File: src/rtl/share_decoder_if.sv
// Handshake bundle between a share producer/consumer and share_decoder.
// The master drives the sharing and out_ready. The slave (the decoder) drives the ready/valid/data returns.
interface share_decoder_if #(
   parameter int security_order = 1,
   parameter int width          = 8
);
   logic                                in_valid;
   logic                                in_ready;
   logic [(security_order+1)*width-1:0] in_shares;
   logic                                out_valid;
   logic                                out_ready;
   logic [width-1:0]                    out_data;

   modport master (
      output in_valid, in_shares, out_ready,
      input  in_ready, out_valid, out_data
   );

   modport slave (
      input  in_valid, in_shares, out_ready,
      output in_ready, out_valid, out_data
   );
endinterface

File: src/rtl/share_decoder.sv
// Unmasks a (d+1)-share boolean sharing by folding one share per cycle into an accumulator.
// Each share is zeroized as soon as it has been consumed.
//
// state | meaning
// IDLE  | waiting for a sharing; share register and acc are all zero
// ACCUM | folding share[cnt] into acc, one share per cycle, d+1 cycles
// OUT   | acc presented on out_data until out_ready
module share_decoder #(
   parameter int security_order = 1,
   parameter int width          = 8
) (
   input logic           clk,
   input logic           rst_n,
   share_decoder_if.slave bus
);
   localparam int n     = security_order + 1;
   localparam int cnt_w = (n > 1) ? $clog2(n) : 1;
   localparam logic [cnt_w-1:0] cnt_last = cnt_w'(security_order);

   typedef enum logic [1:0] {
      IDLE  = 2'd0,
      ACCUM = 2'd1,
      OUT   = 2'd2
   } state_t;

   state_t                  state_q;
   state_t                  state_d;
   logic [n-1:0][width-1:0] share_q;
   logic [width-1:0]        acc_q;
   logic [cnt_w-1:0]        cnt_q;
   logic                    cnt_done;

   assign cnt_done     = (cnt_q == cnt_last);
   assign bus.out_data = acc_q;

   always_ff @(posedge clk) begin
      if (!rst_n) begin
         state_q <= IDLE;
      end else begin
         state_q <= state_d;
      end
   end

   always_comb begin
      state_d       = state_q;
      bus.in_ready  = 1'b0;
      bus.out_valid = 1'b0;
      case (state_q)
         IDLE: begin
            bus.in_ready = 1'b1;
            if (bus.in_valid) state_d = ACCUM;
         end
         ACCUM: begin
            if (cnt_done) state_d = OUT;
         end
         OUT: begin
            bus.out_valid = 1'b1;
            if (bus.out_ready) state_d = IDLE;
         end
         default: state_d = IDLE;
      endcase
   end

   // Only share[cnt] ever meets acc, so no two unconsumed shares are combined.
   always_ff @(posedge clk) begin
      if (!rst_n) begin
         share_q <= '0;
         acc_q   <= '0;
         cnt_q   <= '0;
      end else begin
         case (state_q)
            IDLE: begin
               if (bus.in_valid) begin
                  share_q <= bus.in_shares;
                  cnt_q   <= '0;
               end
            end
            ACCUM: begin
               if (cnt_q == '0) begin
                  acc_q <= share_q[cnt_q];
               end else begin
                  acc_q <= acc_q ^ share_q[cnt_q];
               end
               share_q[cnt_q] <= '0;
               cnt_q          <= cnt_done ? '0 : cnt_q + 1'b1;
            end
            OUT: begin
               if (bus.out_ready) acc_q <= '0;
            end
            default: begin
               share_q <= '0;
               acc_q   <= '0;
               cnt_q   <= '0;
            end
         endcase
      end
   end
endmodule

File: src/flat_wrapper.sv
// flat-port wrapper written by rule: the top's interface ports become plain ports
module share_decoder_flat 
#(
   parameter int security_order = 1,
   parameter int width          = 8
)
  (clk, rst_n, bus_in_valid, bus_in_shares, bus_out_ready, bus_in_ready, bus_out_valid, bus_out_data);
  share_decoder_if #(.security_order(security_order), .width(width)) bus_i ();
  input logic clk;
  input logic rst_n;
  input wire logic [$bits(bus_i.in_valid)-1:0] bus_in_valid;
  input wire logic [$bits(bus_i.in_shares)-1:0] bus_in_shares;
  input wire logic [$bits(bus_i.out_ready)-1:0] bus_out_ready;
  output wire logic [$bits(bus_i.in_ready)-1:0] bus_in_ready;
  output wire logic [$bits(bus_i.out_valid)-1:0] bus_out_valid;
  output wire logic [$bits(bus_i.out_data)-1:0] bus_out_data;
  assign bus_i.in_valid = bus_in_valid;
  assign bus_i.in_shares = bus_in_shares;
  assign bus_i.out_ready = bus_out_ready;
  assign bus_in_ready = bus_i.in_ready;
  assign bus_out_valid = bus_i.out_valid;
  assign bus_out_data = bus_i.out_data;
  share_decoder #(.security_order(security_order), .width(width)) u_core (.clk(clk), .rst_n(rst_n), .bus(bus_i));
endmodule
File: config.mk
export PLATFORM = sky130hd
export DESIGN_NAME = share_decoder_flat
export DESIGN_NICKNAME = d
export VERILOG_FILES = /design/src/rtl/share_decoder_if.sv /design/src/rtl/share_decoder.sv /design/src/flat_wrapper.sv
export SDC_FILE = /design/constraint.sdc
export NUM_CORES = 1
export LEC_CHECK = 0
export BUFFER_PORTS_ARGS = -buffer_cell sky130_fd_sc_hd__buf_2
export CAP_MARGIN = 0
export CORE_MARGIN = 8
export CORE_UTILIZATION = 50
export CTS_CLUSTER_DIAMETER = 80
export DETAILED_ROUTE_END_ITERATION = 12
export PLACE_DENSITY = 0.76
export SYNTH_ARGS = -nofsm -noshare
export SYNTH_HDL_FRONTEND = slang
export SYNTH_SLANG_ARGS = --single-unit
File: constraint.sdc
create_clock -name clk -period 1.45 [get_ports clk]
set_input_delay 0.0725 -clock clk [delete_from_list [all_inputs] [get_ports clk]]
set_output_delay 0.0725 -clock clk [all_outputs]
set_load 0.01 [all_outputs]
Yosys cells after proc, flatten, opt, wreduce, memory -nomap -nowiden. Index checks and enable logic that the tools add are counted.

Logic and storage cells: 41. Latch bits: 0. Memory bits (read-only): 0. Memory bits (writable): 0. Memories kept: 0. Output and inout bits: 10. Input port bits: 20. Register bits: 27.

Bitwise gates (word level): 5. Shift-type cells: 0. Reductions and logical operators: 5. Muxes and demuxes: 18. $add $sub $neg: 1. Order comparisons: 2. Multipliers: 0. Divide/modulo/power cells: 0. Equality and inequality tests: 5.

Operators by type and width (number): $pmux W16 S3 (1); $mux W8 (5); $pmux W8 S3 (1); $and A16 B16 Y16 (1); $mux W16 (1); $not A16 Y16 (1); $demux W8 S1 (1); $xor A8 B8 Y8 (1); $mux W2 (3); $pmux W2 S3 (1); $mux W1 (4); $ne A2 B2 Y1 const B (2); $reduce_and A2 Y1 (2); $pmux W1 S3 (1); $reduce_and A3 Y1 (1); $eq A2 B1 Y1 const B (1); $eq A2 B2 Y1 const B (1); $logic_not A2 Y1 (1); $lt A1 B2 Y1 const B (1); $ne A2 B1 Y1 const B (1); $not A1 Y1 (2); $add A1 B1 Y1 const B (1); $ge A1 B1 Y1 const B (1); $logic_and A1 B1 Y1 (1).

Depth between registers and ports, before layout. Gate-level depths: netlist of run 1.

Word-level depth: 7. Mapped depth: 5.

Least setup slack after synthesis of run 1. Ideal clock, no wire load.

Path kind: reg2reg. Start: register u_core.state_q[1]. End: register u_core.share_q[13] (netlist name). Slack: 305 ps. Arrival time: 1029 ps. Stages on the path, launching flop included: 5. Period minus slack after synthesis: 1145 ps. Required time: 1333 ps. Cell sequence: dfxtp_1 -> nand2b_1 -> nor2_2 -> buf_2 -> a22o_1.

Cells in the longest elaborated chain, start to end: 3.

RTL lines: start: declaration (RTL line share_decoder.sv:26) `state_t state_q;`; start signal: assignment (RTL line share_decoder.sv:40) `state_q <= state_d;`; $logic_not A2 Y1 or $eq A2 B2 Y1 (tied branches) (RTL line share_decoder.sv:71) `case (state_q)`; $ne A2 B2 Y1 (no line) or $not A1 Y1 (tied branches); $reduce_and A2 Y1 (no line); end signal: assignment (RTL line share_decoder.sv:74) `share_q <= bus.in_shares;`; end: declaration (RTL line share_decoder.sv:28) `logic [n-1:0][width-1:0] share_q;`.

Several ways; a longest one is shown, not always the timed one. A chain may end at the register's enable or synchronous reset.

Final worst setup path of run 1.
Start: register u_core.state_q[1]. End: register u_core.acc_q[4] (netlist: u_core.bus.out_data[4]).

Cells in the longest elaborated chain, start to end: 3.

RTL lines: $eq A2 B2 Y1 or $logic_not A2 Y1 (tied branches) (RTL line share_decoder.sv:71); $ne A2 B2 Y1 (no line) or $not A1 Y1 (tied branches); $reduce_and A2 Y1 (no line); end signal: assignment (RTL line share_decoder.sv:80) `acc_q <= share_q[cnt_q];`; end signal: assignment (RTL line share_decoder.sv:82) `acc_q <= acc_q ^ share_q[cnt_q];`; end: declaration (RTL line share_decoder.sv:29) `logic [width-1:0] acc_q;`.

Several ways; a longest one is shown, not always the timed one.

==> impl_metrics.py, run 1 <==
metrics = {
    "setup_path": {
        "critPathRequiredTime_ns": 1.68,
        "crit_path_max_fanout": 9,
        "startpoint_type": "flip-flop",
        "worstSetupEndpointType": "flip-flop",
        "critPathKind": "reg -> reg",
        "arrival_ns": 1.55,
    },
    "clock_network": {
        "clk_latency_ns": 0.33,
        "cts_tree": "yes",
        "cts.sinks": 27,
        "cts-root-buf": "clkbuf_4",
        "clk_pin_slew_ns": 0.14,
        "cts_buffers": 3,
        "htreeDepth": 1,
        "cts_buffer_depth": 2,
    },
    "global_route": {
        "grt-ovfl-total": 0,
        "grt_pass1_wl_um": 5240,
        "track_usage": 0.158,
        "first_global_vias": 1147,
        "busiest_layer": "met2",
        "antenna_found_initial": 0,
        "grtUsageMet1": 0.161,
        "grtUsageMet3": 0.0583,
        "grt_max_degree": 17,
        "use_met2": 0.284,
    },
    "run_status": {
        "outcome": "finished, final reports clean",
    },
    "logic_synthesis": {
        "synth_edf_count": 0,
        "yosys.area.top_type_share": 0.475,
        "ys_ff_latch": 27,
        "synthCells": 108,
        "yosysSeqAreaShare": 0.475,
        "synth.distinct_cells": 28,
        "synth_area_leaders": "dfxtp_1, a22o_1, a31o_1",
        "syn-cell-area_um2": 1140,
        "synth-async-reset-ratio": 0,
        "synth_area_leader_cell": "dfxtp_1",
        "syn_nets": 128,
        "yosys_most_used_dff": "dfxtp_1",
        "ys.warnings.count": 0,
        "synth.avg_cell_area_um2": 10.5,
    },
    "power_and_ir_drop": {
        "ir_drop_mv": 0.758,
        "power_density_nw_per_um2": 926,
        "p_leak_nw": 0.629,
        "p_total_mw": 1.41,
    },
    "sta": {
        "min_period_over_period": 0.912,
        "slew-limit-headroom": 0.746,
        "worst_slack_ns": 0.127,
        "fin_skew_ns": 0.0146,
        "maxSlewViolCount": 0,
        "fmax_mhz": 756,
        "setup_viol": 0,
        "finalHoldViolCount": 0,
        "rsz0062_at_grt": "false",
        "tightest_slew_ns": 0.380,
        "fin_crit_ns": 1.32,
    },
    "final_layout": {
        "diodes": 0,
        "syn_to_final_growth_pct": 33.4,
        "post_route_cells_drive_above_1_share": 0.290,
        "final_core_util": 0.693,
        "final_nets": 176,
        "nFillCells": 180,
    },
    "drt": {
        "drt-pass1-iter-count": 4,
        "totalWireLength_um": 3030,
        "vias_per_cell": 5.71,
        "ant_nets": 0,
        "num_vias": 1045,
        "drc": 0,
        "dr.first_iter.drc_count": 36,
        "avgRoutedWirePerCell_um": 16.5,
    },
    "die": {
        "fp.dieH_um": 63.7,
        "rows": 17,
        "io_pins": 30,
        "die_w_um": 63.7,
        "core-area_um2": 2190,
        "start_util": 0.520,
        "die-area_um2": 4060,
    },
    "placement": {
        "dp_slack_ns": 0.0264,
        "io_buffers": 29,
        "finalWeightedCongestion": 0.818,
        "dp_hpwl_um": 2010,
    },
    "min_path": {
        "holdCritPathClass": "in -> reg",
    },
    "run": {
        "drv_cap": 0,
    },
}
[flip-flops by register name, summed over array words and instances, names as in the netlist]
signal,flops
u_core.bus.out_data,8
u_core.cnt_done,1
u_core.share_q,16
u_core.state_q,2
[report_power, final]
group	total (mW)	internal [mW]	switching (mW)
logic	0.244	0.130	0.114
clock network	0.340	0.105	0.234
registers	0.823	0.785	0.0381
total	1.41	1.02	0.386
[worst max-delay path, stage by stage (launching register included)]
cell     delay, ns
dfxtp_1       0.51
a21o_1        0.33
o21ai_0       0.15
a31o_1        0.24
[per-stage QoR]
step / instances / hold WS, ns / setup TNS [ns] / area, µm²
after detailed placement: 164 / 0.286 / 0 / 1320
after global placement: 164 / 0.282 / 0 / 1320
final: 183 / 0.0592 / 0 / 1520
after global routing: 183 / 0.0566 / 0 / 1520
after floorplan: 108 / 0.198 / 0 / 1140
after CTS: 183 / 0.0554 / -0.00543 / 1500
[synth_stat cells (2+ instances only)]
cell       instances
nor2b_1            4
a32oi_1            2
o21ai_1            2
o21ai_0            6
o2bb2ai_1          6
nand2b_1           5
dfxtp_1           27
buf_2              2
nand3b_1           6
a22o_1            15
buf_4              3
and3b_1            2
o21a_1             4
a31o_1             6
nor2_1             2
nand2_1            4
[worst paths after layout]
check	startpoint	to	slack, ns	cells after the start
worst max-delay path	u_core.state_q[1]	u_core.bus.out_data[4]	0.13	3
worst max register to register	u_core.state_q[1]	u_core.bus.out_data[4]	0.13	3
worst min-delay path	bus_out_ready	u_core.state_q[1]	0.06	3
worst min register to register	u_core.bus.out_data[1]	u_core.bus.out_data[1]	0.47	2
[placed cells by master, fill, tap and decap left out, types with 3 or more instances in the layout]
master,instances
o21ai_0,6
clkbuf_4,3
nor2b_1,4
buf_4,5
nand2b_1,5
o2bb2ai_1,6
o21a_1,4
a31o_1,6
dfxtp_1,26
nand3b_1,6
nand2_1,4
dlygate4sd3_1,15
buf_2,29
a22o_1,15
[logic make-up (layout without fill, tap and decap cells)]
| group | count (synthesis) | count (layout) | share of synthesized area |
|---|---|---|---|
| flip-flops | 27 | 27 | 0.475 |
| AND/OR/NAND/NOR | 28 | 28 | 0.163 |
| AO/OA/AOI/OAI | 47 | 47 | 0.331 |
| buffers and inverters | 6 | 53 | 0.0319 |
[layout make-up]
class / count / area, µm² / share of cell area
well taps: 28 / 35.0 / 0.0231
clock buffers: 3 / 22.5 / 0.0148
clock inverters: 1 / 7.51 / 0.00494
flip-flops and latches: 27 / 542 / 0.357
multi-input cells: 75 / 579 / 0.381
repair buffers: 49 / 333 / 0.219
[what timing repair did]
item	CTS	global route
hold endpoints to repair	15	0
setup buffers	0	0
gates resized for setup	0	4
endpoints found under the setup margin	2	23
hold buffers	15	0
[metal layers]
layer  part of all wire  wire, µm
met5                  0         0
met4             0.0056        17
met3              0.063       191
met2               0.53      1620
met1               0.40      1200
No activity file was read; power rests on OpenSTA's default activity.
==> inputs of run 2 (changes only) <==
--- a/config.mk
+++ b/config.mk
@@ -12,6 +12,7 @@
 export CTS_CLUSTER_DIAMETER = 80
 export DETAILED_ROUTE_END_ITERATION = 12
 export PLACE_DENSITY = 0.76
+export SETUP_SLACK_MARGIN = 0.15
 export SYNTH_ARGS = -nofsm -noshare
 export SYNTH_HDL_FRONTEND = slang
 export SYNTH_SLANG_ARGS = --single-unit
==> impl_metrics.py, run 2 (synthesis gave the netlist of run 1 again) <==
metrics = {
    "run_status": {
        "outcome": "finished, final reports clean",
    },
    "sta": {
        "worst_slack_ns": 0.226,
        "fmax_mhz": 817,
        "fin_crit_ns": 1.22,
        "slew-limit-headroom": 0.764,
        "fin_skew_ns": 0.0137,
        "tightest_slew_ns": 0.354,
        "rsz0062_at_grt": "false",
        "final.setup.tns_ns": 0,
        "finalHoldViolCount": 0,
        "setup_viol": 0,
        "maxSlewViolCount": 0,
        "min_period_over_period": 0.844,
        "hold_slack_ns": 0.0502,
    },
    "global_route": {
        "track_usage": 0.161,
        "grt-ovfl-total": 0,
        "grt_max_degree": 17,
        "grt_pass1_wl_um": 5330,
        "antenna_found_initial": 0,
        "first_global_vias": 1143,
    },
    "drt": {
        "ant_nets": 0,
        "drt-pass1-iter-count": 4,
        "avgRoutedWirePerCell_um": 16.5,
        "dr.first_iter.drc_count": 43,
        "totalWireLength_um": 3060,
        "num_vias": 1073,
        "drc": 0,
        "vias_per_cell": 5.77,
    },
    "placement": {
        "dp_hpwl_um": 2010,
        "postPlaceCellArea_um2": 1320,
        "dp_slack_ns": 0.0264,
        "io_buffers": 29,
        "finalWeightedCongestion": 0.818,
    },
    "min_path": {
        "holdCritPathClass": "in -> reg",
    },
    "power_and_ir_drop": {
        "p_leak_nw": 0.675,
        "p_int_mw": 1.04,
        "p_seq_frac": 0.575,
        "power_frac_clock": 0.238,
        "combPwrFrac": 0.187,
        "power_density_nw_per_um2": 904,
        "swShare": 0.276,
        "switchingPower_mw": 0.395,
        "ir_drop_mv": 0.780,
    },
    "setup_path": {
        "crit_path_max_fanout": 10,
        "critPathKind": "reg -> reg",
        "startpoint_type": "flip-flop",
        "arrival_ns": 1.50,
        "critPathRequiredTime_ns": 1.72,
        "worstSetupEndpointType": "flip-flop",
    },
    "die": {
        "core-area_um2": 2190,
        "die-area_um2": 4060,
        "rows": 17,
        "start_util": 0.520,
        "io_pins": 30,
        "die_w_um": 63.7,
        "fp.dieH_um": 63.7,
    },
    "clock_network": {
        "cts_buffers": 3,
        "cts-root-buf": "clkbuf_4",
        "clk_latency_ns": 0.33,
        "htreeDepth": 1,
        "cts_buffer_depth": 2,
        "cts_tree": "yes",
        "cts.sinks": 27,
        "clk_pin_slew_ns": 0.14,
    },
    "final_layout": {
        "largest_reg_flops": 16,
        "final_nets": 179,
        "diodes": 0,
        "final_cell_area_um2": 1580,
        "multi_input_area_um2": 598,
        "seq_area_um2": 549,
        "syn_to_final_growth_pct": 39.1,
        "post_route_cells_drive_above_1_share": 0.323,
        "regMostFlops": "u_core.share_q",
        "final_common_cell": "buf_2",
        "nFillCells": 176,
        "final_cell_mix": "buf_2, dfxtp_1, a22o_1, dlygate4sd3_1",
    },
    "run": {
        "drv_cap": 0,
    },
}
run 2: path summary, 6_finish.rpt:
check | start | end | slack (ns) | cells past startpoint
worst max-delay path | u_core.state_q[0] | u_core.share_q[12] | 0.23 | 4
worst min-delay path | bus_out_ready | u_core.state_q[1] | 0.05 | 3
worst max register to register | u_core.state_q[0] | u_core.share_q[12] | 0.23 | 4
worst min register to register | u_core.bus.out_data[1] | u_core.bus.out_data[1] | 0.48 | 2
run 2: repair_timing:
| item | CTS | global route |
|---|---|---|
| setup buffers | 0 | 3 |
| pin swaps | 0 | 3 |
| gates cloned | 0 | 0 |
| endpoints found under the setup margin | 23 | 22 |
| gates resized for setup | 7 | 5 |
| endpoints found under the hold margin | 15 | 0 |
| hold buffers | 15 | 0 |
run 2: metrics by stage:
step                power, mW  std cells  utilization
floorplan               0.960        108            -
global placement         1.03        164        0.603
detailed placement       1.04        164        0.603
CTS                      1.41        183        0.702
global route             1.50        186        0.723
finish                   1.43        186        0.723
run 2: critical path, stage by stage, from the launching register on:
cell and delay (ns):
dfxtp_4 0.40, nand2b_1 0.17, buf_4 0.16, o21bai_4 0.25
a22o_1 0.19
run 2: power groups by stage:
stage	sequential [mW]	combinational (mW)	clock, mW
6_report	0.824	0.268	0.341
5_1_grt	0.829	0.295	0.375
4_1_cts	0.824	0.247	0.342
3_5_place_dp	0.837	0.205	0
3_3_place_gp	0.833	0.198	0
2_1_floorplan	0.828	0.132	0
run 2: per-layer routing:
layer  track usage  part of all wire
met5             0                 0
met4        0.0613            0.0095
met3        0.0530             0.061
met2         0.288              0.52
met1         0.171              0.41
run 2: cell type report:
class	count	share of cell area
sequential	27	0.347
clock inverter	1	0.00474
clock buffer	3	0.0142
tap	28	0.0221
multi-input combinational	75	0.378
timing repair buffer	52	0.235
